--- config.mk ---
export PLATFORM = sky130hd
export DESIGN_NAME = dht11_poll_ctrl
export DESIGN_NICKNAME = d
export VERILOG_FILES = /design/src/rtl/dht11_pkg.sv /design/src/rtl/dht11_interval_timer.sv /design/src/rtl/dht11_poll_ctrl.sv
export SDC_FILE = /design/constraint.sdc
export NUM_CORES = 1
export LEC_CHECK = 0
export CORE_ASPECT_RATIO = 1.75
export CORE_MARGIN = 1.5
export CORE_UTILIZATION = 32
export CTS_CLUSTER_DIAMETER = 40
export DETAILED_ROUTE_END_ITERATION = 16
export GPL_ROUTABILITY_DRIVEN = 1
export PLACE_DENSITY = 0.56
export SLEW_MARGIN = 20
export SYNTH_ARGS = -nofsm -noshare
export SYNTH_HDL_FRONTEND = slang
export SYNTH_HIERARCHICAL = 1
export SYNTH_SLANG_ARGS = --single-unit
export TNS_END_PERCENT = 100
--- constraint.sdc ---
create_clock -name clk -period 10.8 [get_ports clk]
set_clock_uncertainty 0.2 [all_clocks]
set_input_delay 1.62 -clock clk [delete_from_list [all_inputs] [get_ports clk]]
set_output_delay 1.62 -clock clk [all_outputs]
set_load 0.02 [all_outputs]
--- src/rtl/dht11_pkg.sv ---
// Shared types and helpers for the DHT11 poll controller: FSM states,
// frame byte positions and the frame checksum test.
package dht11_pkg;

  typedef enum logic [1:0] {
    ST_GAP,
    ST_START,
    ST_WAIT,
    ST_CHECK
  } state_t;

  localparam int unsigned FRAME_W     = 40;
  localparam int unsigned HUM_INT_LSB = 32;
  localparam int unsigned HUM_DEC_LSB = 24;
  localparam int unsigned TMP_INT_LSB = 16;
  localparam int unsigned TMP_DEC_LSB = 8;
  localparam int unsigned CSUM_LSB    = 0;

  // 8-bit wrap-around sum of the four data bytes must equal the checksum byte
  function automatic logic dht11_csum_ok(input logic [FRAME_W-1:0] frame);
    logic [7:0] sum;
    sum = frame[HUM_INT_LSB +: 8] + frame[HUM_DEC_LSB +: 8]
        + frame[TMP_INT_LSB +: 8] + frame[TMP_DEC_LSB +: 8];
    return sum == frame[CSUM_LSB +: 8];
  endfunction

endpackage

--- src/rtl/dht11_interval_timer.sv ---
// Free-running period counter; held at zero while disabled, wrap pulse on the
// last count of each period.
module dht11_interval_timer #(
  parameter int unsigned PERIOD_CYC = 2_000_000
) (
  input  logic i_clk,
  input  logic i_rst_n,
  input  logic i_en,
  output logic o_wrap
);

  localparam int unsigned CW = (PERIOD_CYC > 1) ? $clog2(PERIOD_CYC) : 1;

  logic [CW-1:0] r_cnt;
  logic          w_at_end;

  assign w_at_end = (r_cnt == CW'(PERIOD_CYC - 1));
  assign o_wrap   = i_en && w_at_end;

  always_ff @(posedge i_clk or negedge i_rst_n) begin
    if (!i_rst_n)                r_cnt <= '0;
    else if (!i_en || w_at_end)  r_cnt <= '0;
    else                         r_cnt <= r_cnt + 1'b1;
  end

endmodule

--- src/rtl/dht11_poll_ctrl.sv ---
// DHT11 read scheduler: periodic/host-triggered reads with minimum spacing,
// timeout supervision, checksum verification, retries and sample publication.
module dht11_poll_ctrl
  import dht11_pkg::*;
#(
  parameter int unsigned PERIOD_CYC  = 2_000_000,
  parameter int unsigned MIN_GAP_CYC = 1_000_000,
  parameter int unsigned TIMEOUT_CYC = 30_000,
  parameter int unsigned MAX_RETRY   = 3
) (
  input  logic               clk,
  input  logic               nRST,
  input  logic               en,
  input  logic               req,
  output logic               ack,
  output logic               rd_start,
  output logic               rd_abort,
  input  logic               rd_done,
  input  logic [FRAME_W-1:0] rd_frame,
  output logic [7:0]         hum_int,
  output logic [7:0]         hum_dec,
  output logic [7:0]         tmp_int,
  output logic [7:0]         tmp_dec,
  output logic               valid,
  output logic               fail,
  output logic [7:0]         err_cnt,
  output logic               busy
);

  localparam int unsigned GW = (MIN_GAP_CYC > 0) ? $clog2(MIN_GAP_CYC + 1) : 1;
  localparam int unsigned TW = (TIMEOUT_CYC > 1) ? $clog2(TIMEOUT_CYC) : 1;
  localparam int unsigned RW = (MAX_RETRY > 0) ? $clog2(MAX_RETRY + 1) : 1;

  state_t             r_state, w_next;
  logic [GW-1:0]      r_gap_cnt;
  logic [TW-1:0]      r_to_cnt;
  logic [RW-1:0]      r_retry;
  logic               r_due, r_req_pend, r_retry_pend, r_ack;
  logic               r_valid, r_fail;
  logic [7:0]         r_err_cnt;
  logic [31:0]        r_sample;
  logic [FRAME_W-1:0] r_frame;

  logic w_wrap, w_gap_full, w_timeout, w_pass, w_fail, w_retry_ok, w_finish;

  dht11_interval_timer #(.PERIOD_CYC(PERIOD_CYC)) u_timer (
    .i_clk   (clk),
    .i_rst_n (nRST),
    .i_en    (en),
    .o_wrap  (w_wrap)
  );

  assign w_gap_full = (r_gap_cnt == GW'(MIN_GAP_CYC));
  assign w_timeout  = (r_to_cnt == TW'(TIMEOUT_CYC - 1));
  assign w_retry_ok = (r_retry < RW'(MAX_RETRY));
  assign w_finish   = w_pass || (w_fail && !w_retry_ok);

  always_ff @(posedge clk or negedge nRST) begin
    if (!nRST) r_state <= ST_GAP;
    else       r_state <= w_next;
  end

  always_comb begin
    w_next = r_state;
    case (r_state)
      ST_GAP:   if (w_gap_full && (r_due || r_req_pend || r_retry_pend)) w_next = ST_START;
      ST_START: w_next = ST_WAIT;
      ST_WAIT:  if (rd_done) w_next = ST_CHECK;
                else if (w_timeout) w_next = ST_GAP;
      ST_CHECK: w_next = ST_GAP;
      default:  w_next = ST_GAP;
    endcase
  end

  // rd_done on the timeout edge takes priority, so the abort is suppressed
  always_comb begin
    rd_start = 1'b0;
    rd_abort = 1'b0;
    busy     = 1'b0;
    w_pass   = 1'b0;
    w_fail   = 1'b0;
    case (r_state)
      ST_START: begin
        rd_start = 1'b1;
        busy     = 1'b1;
      end
      ST_WAIT: begin
        busy = 1'b1;
        if (!rd_done && w_timeout) begin
          rd_abort = 1'b1;
          w_fail   = 1'b1;
        end
      end
      ST_CHECK: begin
        busy   = 1'b1;
        w_pass = dht11_csum_ok(r_frame);
        w_fail = !dht11_csum_ok(r_frame);
      end
      default: ;
    endcase
  end

  always_ff @(posedge clk or negedge nRST) begin
    if (!nRST) begin
      r_gap_cnt <= '0;
      r_to_cnt  <= '0;
      r_frame   <= '0;
    end else begin
      if (r_state == ST_START)                     r_gap_cnt <= '0;
      else if (r_state == ST_GAP && !w_gap_full)   r_gap_cnt <= r_gap_cnt + 1'b1;
      if (r_state == ST_START)                     r_to_cnt <= '0;
      else if (r_state == ST_WAIT && !w_timeout)   r_to_cnt <= r_to_cnt + 1'b1;
      if (r_state == ST_WAIT && rd_done)           r_frame <= rd_frame;
    end
  end

  // A req arriving on the finishing cycle is folded into that sequence's ack
  always_ff @(posedge clk or negedge nRST) begin
    if (!nRST) begin
      r_due        <= 1'b0;
      r_req_pend   <= 1'b0;
      r_retry_pend <= 1'b0;
      r_retry      <= '0;
      r_ack        <= 1'b0;
    end else begin
      if (!en)                       r_due <= 1'b0;
      else if (w_wrap)               r_due <= 1'b1;
      else if (r_state == ST_START)  r_due <= 1'b0;

      if (w_finish)                  r_req_pend <= 1'b0;
      else if (req)                  r_req_pend <= 1'b1;

      if (r_state == ST_START)       r_retry_pend <= 1'b0;
      else if (w_fail && w_retry_ok) r_retry_pend <= 1'b1;

      if (w_pass)                    r_retry <= '0;
      else if (w_fail)               r_retry <= w_retry_ok ? r_retry + 1'b1 : '0;

      r_ack <= w_finish && (r_req_pend || req);
    end
  end

  always_ff @(posedge clk or negedge nRST) begin
    if (!nRST) begin
      r_sample  <= '0;
      r_valid   <= 1'b0;
      r_fail    <= 1'b0;
      r_err_cnt <= '0;
    end else if (w_pass) begin
      r_sample <= r_frame[TMP_DEC_LSB +: 32];
      r_valid  <= 1'b1;
      r_fail   <= 1'b0;
    end else if (w_fail && !w_retry_ok) begin
      r_fail <= 1'b1;
      if (r_err_cnt != '1) r_err_cnt <= r_err_cnt + 1'b1;
    end
  end

  assign hum_int = r_sample[31:24];
  assign hum_dec = r_sample[23:16];
  assign tmp_int = r_sample[15:8];
  assign tmp_dec = r_sample[7:0];
  assign valid   = r_valid;
  assign fail    = r_fail;
  assign err_cnt = r_err_cnt;
  assign ack     = r_ack;

endmodule

==> metrics.yaml, run 1 <==
die-width_um: 115
chain_of_cells_forming_the_critical_path: "clkdlybuf4s50_1, nor3b_4, clkdlybuf4s50_1"
dpl.hpwl_mm: 11.3
syn_area_per_cell_sq_um: 11.7
floorplan.die_area_sq_mm: 0.0230
ir_drop_mv: 0.164
layout.cell_area.non_filler_sq_mm: 0.00888
timing.hold.worst.start: "valid$_DFFE_PN0N_"
synthMostInstantiatedCell: "sky130_fd_sc_hd__dfrtp_1"
synth_area_sq_mm: 0.00706
synth_nets: 677
worstSetupEndpoint: "rd_abort"
warnings_synthesis: 6
crit_start: "rd_done"
power.density_mw_per_mm2: 321
instances_no_fill: 1007
grt_pass1_vias: 5325
period_needed_ns: 5.02
rows: 71
route.detailed.wl_per_inst_um: 15.8
synthCells: 605
grt_pass1_wl_mm: 26.7
worstRegToRegCells: 14
antennaDiodeCount: 0
outcome: "completed"
critPathRequiredTime_ns: 8.98
p_leak_nw: 3.84
worstSkewPairLatency_ns: 0.42
synth_async_sr_flop_share: 1.00
post_cts_setup_inserts: 0
hold_slack_final_ns: 0.266
globalplace.congestion: 0.766
overflow: 0
critPathMostFrequentCell: "sky130_fd_sc_hd__clkdlybuf4s50_1"
final_critical_path_setup_slack_ns: 5.78
share_of_the_cycle_needed_by_the_critical_path_after_routing: 0.465
start_util: 0.327
antenna_found_initial: 0
grt_use_total: 0.151
hold_viol_final: 0
synth_cell_types: 56
largest_net_degree_at_the_start_of_global_routing: 91
avgViaCountPerCell: 4.93
post_cts_resize_count: 0
synth_top_cell_by_area: "sky130_fd_sc_hd__dfrtp_1"
synth_largest_type_area_fraction: 0.517
worst_setup_path_start_kind: "input port"
synth_edf_count: 0
preCtsSetupSlack_ns: 5.82
area_growth_syn_to_layout_pct: 25.8
floorplan.core_area_sq_mm: 0.0216
timing_worst_slew_pin_value_ns: 0.998
drc_violation_count_after_routing: 0
post_synthesis_sequential_area_ratio: 0.517
rsz0062_at_grt: "no"
via_count_of_the_routed_design: 4965
setup-violations-final: 0
worstSetupEndpointType: "primary output"
synthFlopType: "sky130_fd_sc_hd__dfrtp_1"
share_of_final_layout_standard_cells_stronger_than_drive_strength_1: 0.183
timing.critical_path.arrival_ns: 3.20
cts_buffer_count: 17
postRouteAntennaNets: 0
cts.clk_slew.worst_paths_ns: 0.06
clock_sinks: 146
first_pass_iters: 6
crit-reg2reg-launch: "r_frame[9]$_DFFE_PN0P_"
htree_num_levels: 4
postRouteWirelength_mm: 16.0
final_nets: 774
crit_type: "in2out"
fin_tns_setup_ns: 0
root_buffer: "sky130_fd_sc_hd__clkbuf_16"
max_slew_margin: 0.328
filler_cell_count: 2095
synth.top_cells.by_count: "146 x sky130_fd_sc_hd__dfrtp_1, 75 x sky130_fd_sc_hd__mux2_2, 46 x sky130_fd_sc_hd__nand2_1, 42 x sky130_fd_sc_hd__nor2_1, 31 x sky130_fd_sc_hd__nand3_1"
worstPathMaxFanout: 6
clk_path_buf_depth: 2
port-buffer-count: 90
drt_first_iter_violations: 300
die_height_um: 200
slew_viol_final: 0
placed_cells: 975
cpPeakStageDelay_ns: 0.67
maxcap_violations: 0
detailed_place.area_sq_mm: 0.00829
setup.reg_to_reg.worst_slack_ns: 6.16
tritoncts_clock_tree: "done"
yosys_register_bits: 146
worst_path_max_delay_cell: "sky130_fd_sc_hd__clkdlybuf4s50_1"
r2r-end: "err_cnt[1]$_DFFE_PN0P_"
top_post_synthesis_cells_by_area: "sky130_fd_sc_hd__dfrtp_1 52%, sky130_fd_sc_hd__mux2_2 12%, sky130_fd_sc_hd__fa_1 4.0%"
ios: 91
class_of_the_worst_hold_path: "reg2reg"
achievable-frequency_mhz: 199
postCtsHoldBufs: 0
[sequential cells by signal, summed over array words and instances, names as in the netlist]
| name | count |
|---|---|
| r_frame | 40 |
| r_sample | 32 |
| u_timer/r_cnt | 21 |
| r_gap_cnt | 20 |
| r_to_cnt | 15 |
| err_cnt | 8 |
| r_retry | 2 |
| r_state | 2 |
| ack | 1 |
| fail | 1 |
| r_due | 1 |
| r_req_pend | 1 |
| r_retry_pend | 1 |
| valid | 1 |
[how the worst min path moves through the flow]
stage	cells past startpoint	slack, ns	end
finish	1	0.27	valid$_DFFE_PN0N_
global route	1	0.28	valid$_DFFE_PN0N_
CTS	1	0.27	valid$_DFFE_PN0N_
detailed placement	1	0.26	valid$_DFFE_PN0N_
global placement	1	0.25	valid$_DFFE_PN0N_
floorplan	1	0.24	r_to_cnt[14]$_DFFE_PN0P_
[layout make-up]
type / instances / area (sq um) / share of cell area
flip-flops and latches: 146 / 3650 / 0.411
multi-input cells: 417 / 3250 / 0.366
repair buffers: 93 / 925 / 0.104
clock buffers: 18 / 429 / 0.0483
well taps: 292 / 365 / 0.0411
clock inverters: 14 / 156 / 0.0176
inverters: 27 / 101 / 0.0114
[where the power goes]
| group | internal [mW] | leakage (nW) | switching, mW |
|---|---|---|---|
| registers | 0.714 | 1.92 | 0.147 |
| clock network | 0.343 | 0.274 | 0.239 |
| logic | 0.696 | 1.65 | 0.710 |
[stage by stage]
step | power (mW) | utilization
2_1_floorplan | 1.87 | -
3_3_place_gp | 2.28 | 0.384
3_5_place_dp | 2.30 | 0.384
4_1_cts | 2.90 | 0.411
5_1_grt | 3.10 | 0.411
6_report | 2.85 | 0.411
[layer usage]
| layer | GRT usage | vias up | routed length, um |
|---|---|---|---|
| met1 | 0.173 | 2490 | 6610 |
| met4 | 0.0636 | 0 | 403 |
| met3 | 0.0306 | 25 | 473 |
| met5 | 0 | - | 0 |
| met2 | 0.269 | 112 | 8470 |
| li1 | - | 2338 | - |
[layout by cell type (no fill, tap or decap), types with 10 or more instances in the layout]
master,netlist,final
sky130_fd_sc_hd__a21oi_1,17,17
sky130_fd_sc_hd__clkbuf_16,0,17
sky130_fd_sc_hd__clkdlybuf4s50_1,0,89
sky130_fd_sc_hd__dfrtp_1,146,146
sky130_fd_sc_hd__fa_1,14,14
sky130_fd_sc_hd__ha_1,13,13
sky130_fd_sc_hd__inv_1,27,27
sky130_fd_sc_hd__mux2_2,75,75
sky130_fd_sc_hd__nand2_1,46,45
sky130_fd_sc_hd__nand3_1,31,31
sky130_fd_sc_hd__nand4_1,10,10
sky130_fd_sc_hd__nor2_1,42,42
sky130_fd_sc_hd__o21ai_0,29,29
sky130_fd_sc_hd__xnor2_1,21,21
sky130_fd_sc_hd__xor2_1,21,21
[critical path, delay by kind of cell]
kind	cells	cell delay, ns
buffers and inverters	2	1.19
and+or+nand+nor	1	0.38
[cell families after synthesis]
logic type	after synthesis	synth area share
AND/OR/NAND/NOR	194	0.150
flip-flops	146	0.517
multiplexers	80	0.127
AO/OA/AOI/OAI	74	0.0668
XOR/XNOR	42	0.0521
buffers and inverters	42	0.0245
adder cells (fa/ha/maj)	27	0.0627
(Power assumes the default switching activity.)
==> inputs of run 2 (changes only) <==
==> constraint.sdc (replaced) <==
create_clock -name clk -period 4.93 [get_ports clk]
set_clock_uncertainty 0.2 [all_clocks]
set_input_delay 0.7395 -clock clk [delete_from_list [all_inputs] [get_ports clk]]
set_output_delay 0.7395 -clock clk [all_outputs]
set_load 0.02 [all_outputs]
==> run 2 against run 1 <==
  * Cell area up 0.82%
  * Wire length up 3.1%
  * Worst setup slack worse by 5.2 ns
  * Critical path depth up 10
  * Core utilization up 0.34 points
  * Cell count about the same
  * Register-to-register slack worse by 5.6 ns
  * Via count down 1.3%
  * First-iteration DRC count down 18%
  * Die area unchanged
  * Critical path type is now reg2reg
  * Sequential power up 120%
==> metrics.yaml, run 2 (synthesis gave the netlist of run 1 again) <==
registers_with_the_highest_flip_flop_counts: "r_frame x40, r_sample x32, u_timer/r_cnt x21"  # unchanged
preCtsSetupSlack_ns: 0.538  # was 5.82 ns
fin_tns_setup_ns: 0  # unchanged
cts_buffer_count: 17  # unchanged
rsz0062_at_grt: "no"  # unchanged
antennaDiodeCount: 0  # unchanged
number_of_flip_flops_in_the_largest_register: 40  # unchanged
hold_viol_final: 0  # unchanged
overflow: 0  # unchanged
achievable-frequency_mhz: 230
layout.cells.most_common: "sky130_fd_sc_hd__dfrtp_1"  # unchanged
setup.reg_to_reg.worst_slack_ns: 0.58  # was 6.16 ns
critPathRequiredTime_ns: 5.04  # was 8.98 ns
grt_use_total: 0.155  # was 0.151
tritoncts_clock_tree: "done"  # unchanged
start_util: 0.327  # unchanged
setup-violations-final: 0  # unchanged
avgViaCountPerCell: 4.86  # was 4.93
route.detailed.wl_per_inst_um: 16.3  # was 15.8 um
first_pass_iters: 4  # was 6
worstRegToRegCells: 13  # was 14
postRouteAntennaNets: 0  # unchanged
drt_first_iter_violations: 247  # was 300
final_critical_path_setup_slack_ns: 0.577  # was 5.78 ns
share_of_final_layout_standard_cells_stronger_than_drive_strength_1: 0.186  # was 0.183
top_register: "r_frame"  # unchanged
ios: 91  # unchanged
grt_pass1_vias: 5215  # was 5325
area_growth_syn_to_layout_pct: 26.8  # was 25.8%
postCtsHoldBufs: 0  # unchanged
filler_cell_count: 2099  # was 2095
m1_gr_usage: 0.172  # was 0.173
slew_viol_final: 0  # unchanged
postRouteWirelength_mm: 16.5  # was 16.0 mm
worstPathMaxFanout: 31  # was 6
clock_sinks: 146  # unchanged
power.density_mw_per_mm2: 714  # was 321 mW/mm^2
die_height_um: 200  # unchanged
detailed_place.area_sq_mm: 0.00831  # was 0.00829 sq mm
grt_pass1_wl_mm: 27.2  # was 26.7 mm
timing_worst_slew_pin_value_ns: 1.04  # was 0.998 ns
outcome: "completed"  # unchanged
worstSkewPairLatency_ns: 0.43  # was 0.42 ns
drc_violation_count_after_routing: 0  # unchanged
largest_net_degree_at_the_start_of_global_routing: 71  # was 91
clk_path_buf_depth: 2  # unchanged
post_cts_resize_count: 0  # unchanged
antenna_found_initial: 0  # unchanged
root_buffer: "sky130_fd_sc_hd__clkbuf_16"  # unchanged
port-buffer-count: 90  # unchanged
layout.cell_area.non_filler_sq_mm: 0.00895  # was 0.00888 sq mm
report.power.total_mw: 6.39  # was 2.85 mW
crit_start: "r_frame[9]$_DFFE_PN0P_"  # was rd_done
crit_type: "reg2reg"  # was in2out
most-common-layout-cells: "146 x sky130_fd_sc_hd__dfrtp_1, 89 x sky130_fd_sc_hd__clkdlybuf4s50_1, 75 x sky130_fd_sc_hd__mux2_2"  # unchanged
rows: 71  # unchanged
worstSetupEndpointType: "flip-flop"  # was primary output
floorplan.core_area_sq_mm: 0.0216  # unchanged
final_nets: 776  # was 774
ir_drop_mv: 0.367  # was 0.164 mV
die-width_um: 115  # unchanged
groute.layer.met2.usage: 0.286  # was 0.269
max_slew_margin: 0.302  # was 0.328
class_of_the_worst_hold_path: "in2async"  # was reg2reg
gr-usage-met3: 0.0318  # was 0.0306
r2r-end: "r_sample[0]$_DFFE_PN0N_"  # was err_cnt[1]$_DFFE_PN0P_
globalplace.congestion: 0.817  # was 0.766
htree_num_levels: 4  # unchanged
crit-reg2reg-launch: "r_frame[9]$_DFFE_PN0P_"  # unchanged
period_needed_ns: 4.35
global_route.peak_usage_layer: "met2"  # unchanged
floorplan.die_area_sq_mm: 0.0230  # unchanged
p_leak_nw: 3.88  # was 3.84 nW
timing.critical_path.arrival_ns: 4.46  # was 3.20 ns
cts.clk_slew.worst_paths_ns: 0.06  # about the same
via_count_of_the_routed_design: 4900  # was 4965
dpl.hpwl_mm: 11.8  # was 11.3 mm
share_of_the_cycle_needed_by_the_critical_path_after_routing: 0.883
worst_setup_path_start_kind: "flip-flop"  # was input port
maxcap_violations: 0  # unchanged
post_cts_setup_inserts: 0  # unchanged
## run 2: cell count changes in the layout (fill, tap and decap cells not counted), sizes merged
cell,before,now
clkinv,5,4
bufinv,2,5
buf,4,6
inv,30,28
clkinvlp,4,3
## run 2: final cells by class
class	count	area, sq um	share of cell area
clock inverters	13	209	0.0233
flip-flops and latches	146	3650	0.408
repair buffers	95	940	0.105
multi-input cells	417	3250	0.362
well taps	292	365	0.0408
clock buffers	18	439	0.0490
inverters	27	101	0.0113
## run 2: layer usage
metal  vias to the layer above  routed length, um
li1                       2340                  -
met2                        84               9070
met1                      2459               6650
met3                        17                470
met5                         -                  0
met4                         0                260
## run 2: worst max path at each step
| stage | end | slack [ns] | cells after the start |
|---|---|---|---|
| 5_1_grt | r_sample[7]$_DFFE_PN0N_ | 0.25 | 13 |
| 4_1_cts | r_sample[0]$_DFFE_PN0N_ | 0.53 | 13 |
| 2_1_floorplan | r_sample[0]$_DFFE_PN0N_ | 0.70 | 13 |
| 6_report | r_sample[0]$_DFFE_PN0N_ | 0.58 | 13 |
| 3_5_place_dp | r_sample[0]$_DFFE_PN0N_ | 0.54 | 13 |
| 3_3_place_gp | r_sample[31]$_DFFE_PN0N_ | 0.68 | 13 |
## run 2: power by group
part	internal, mW	switching [mW]	leakage, nW
logic	1.52	1.56	1.65
registers	1.56	0.318	1.92
clock network	0.909	0.511	0.308
## run 2: metrics by stage
stage	util	hold WS, ns	instances
final	0.415	0.117	1008
after global routing	0.415	0.168	1008
after CTS	0.415	0.127	1008
after detailed placement	0.385	0.288	977
after global placement	0.385	0.270	977
after floorplan	-	0.244	605
## run 2: worst max-delay path, stage by stage (launching register included)
cell and delay [ns]:
sky130_fd_sc_hd__dfrtp_1 0.42, sky130_fd_sc_hd__fa_1 0.55, sky130_fd_sc_hd__inv_1 0.05, sky130_fd_sc_hd__fa_1 0.50, sky130_fd_sc_hd__inv_1 0.04, sky130_fd_sc_hd__ha_1 0.22
sky130_fd_sc_hd__fa_1 0.41, sky130_fd_sc_hd__a21o_1 0.19, sky130_fd_sc_hd__a21oi_1 0.22, sky130_fd_sc_hd__o21ai_0 0.14, sky130_fd_sc_hd__xnor2_1 0.19, sky130_fd_sc_hd__nor4_4 0.25
sky130_fd_sc_hd__buf_4 0.45, sky130_fd_sc_hd__mux2_2 0.39
==> inputs of run 3 (changes only) <==
--- a/config.mk
+++ b/config.mk
@@ -5,6 +5,7 @@
 export SDC_FILE = /design/constraint.sdc
 export NUM_CORES = 1
 export LEC_CHECK = 0
+export CAP_MARGIN = 20
 export CORE_ASPECT_RATIO = 1.75
 export CORE_MARGIN = 1.5
 export CORE_UTILIZATION = 32
==> results of run 3 <==
Final layout, timing and power as in run 2 (identical DEF).
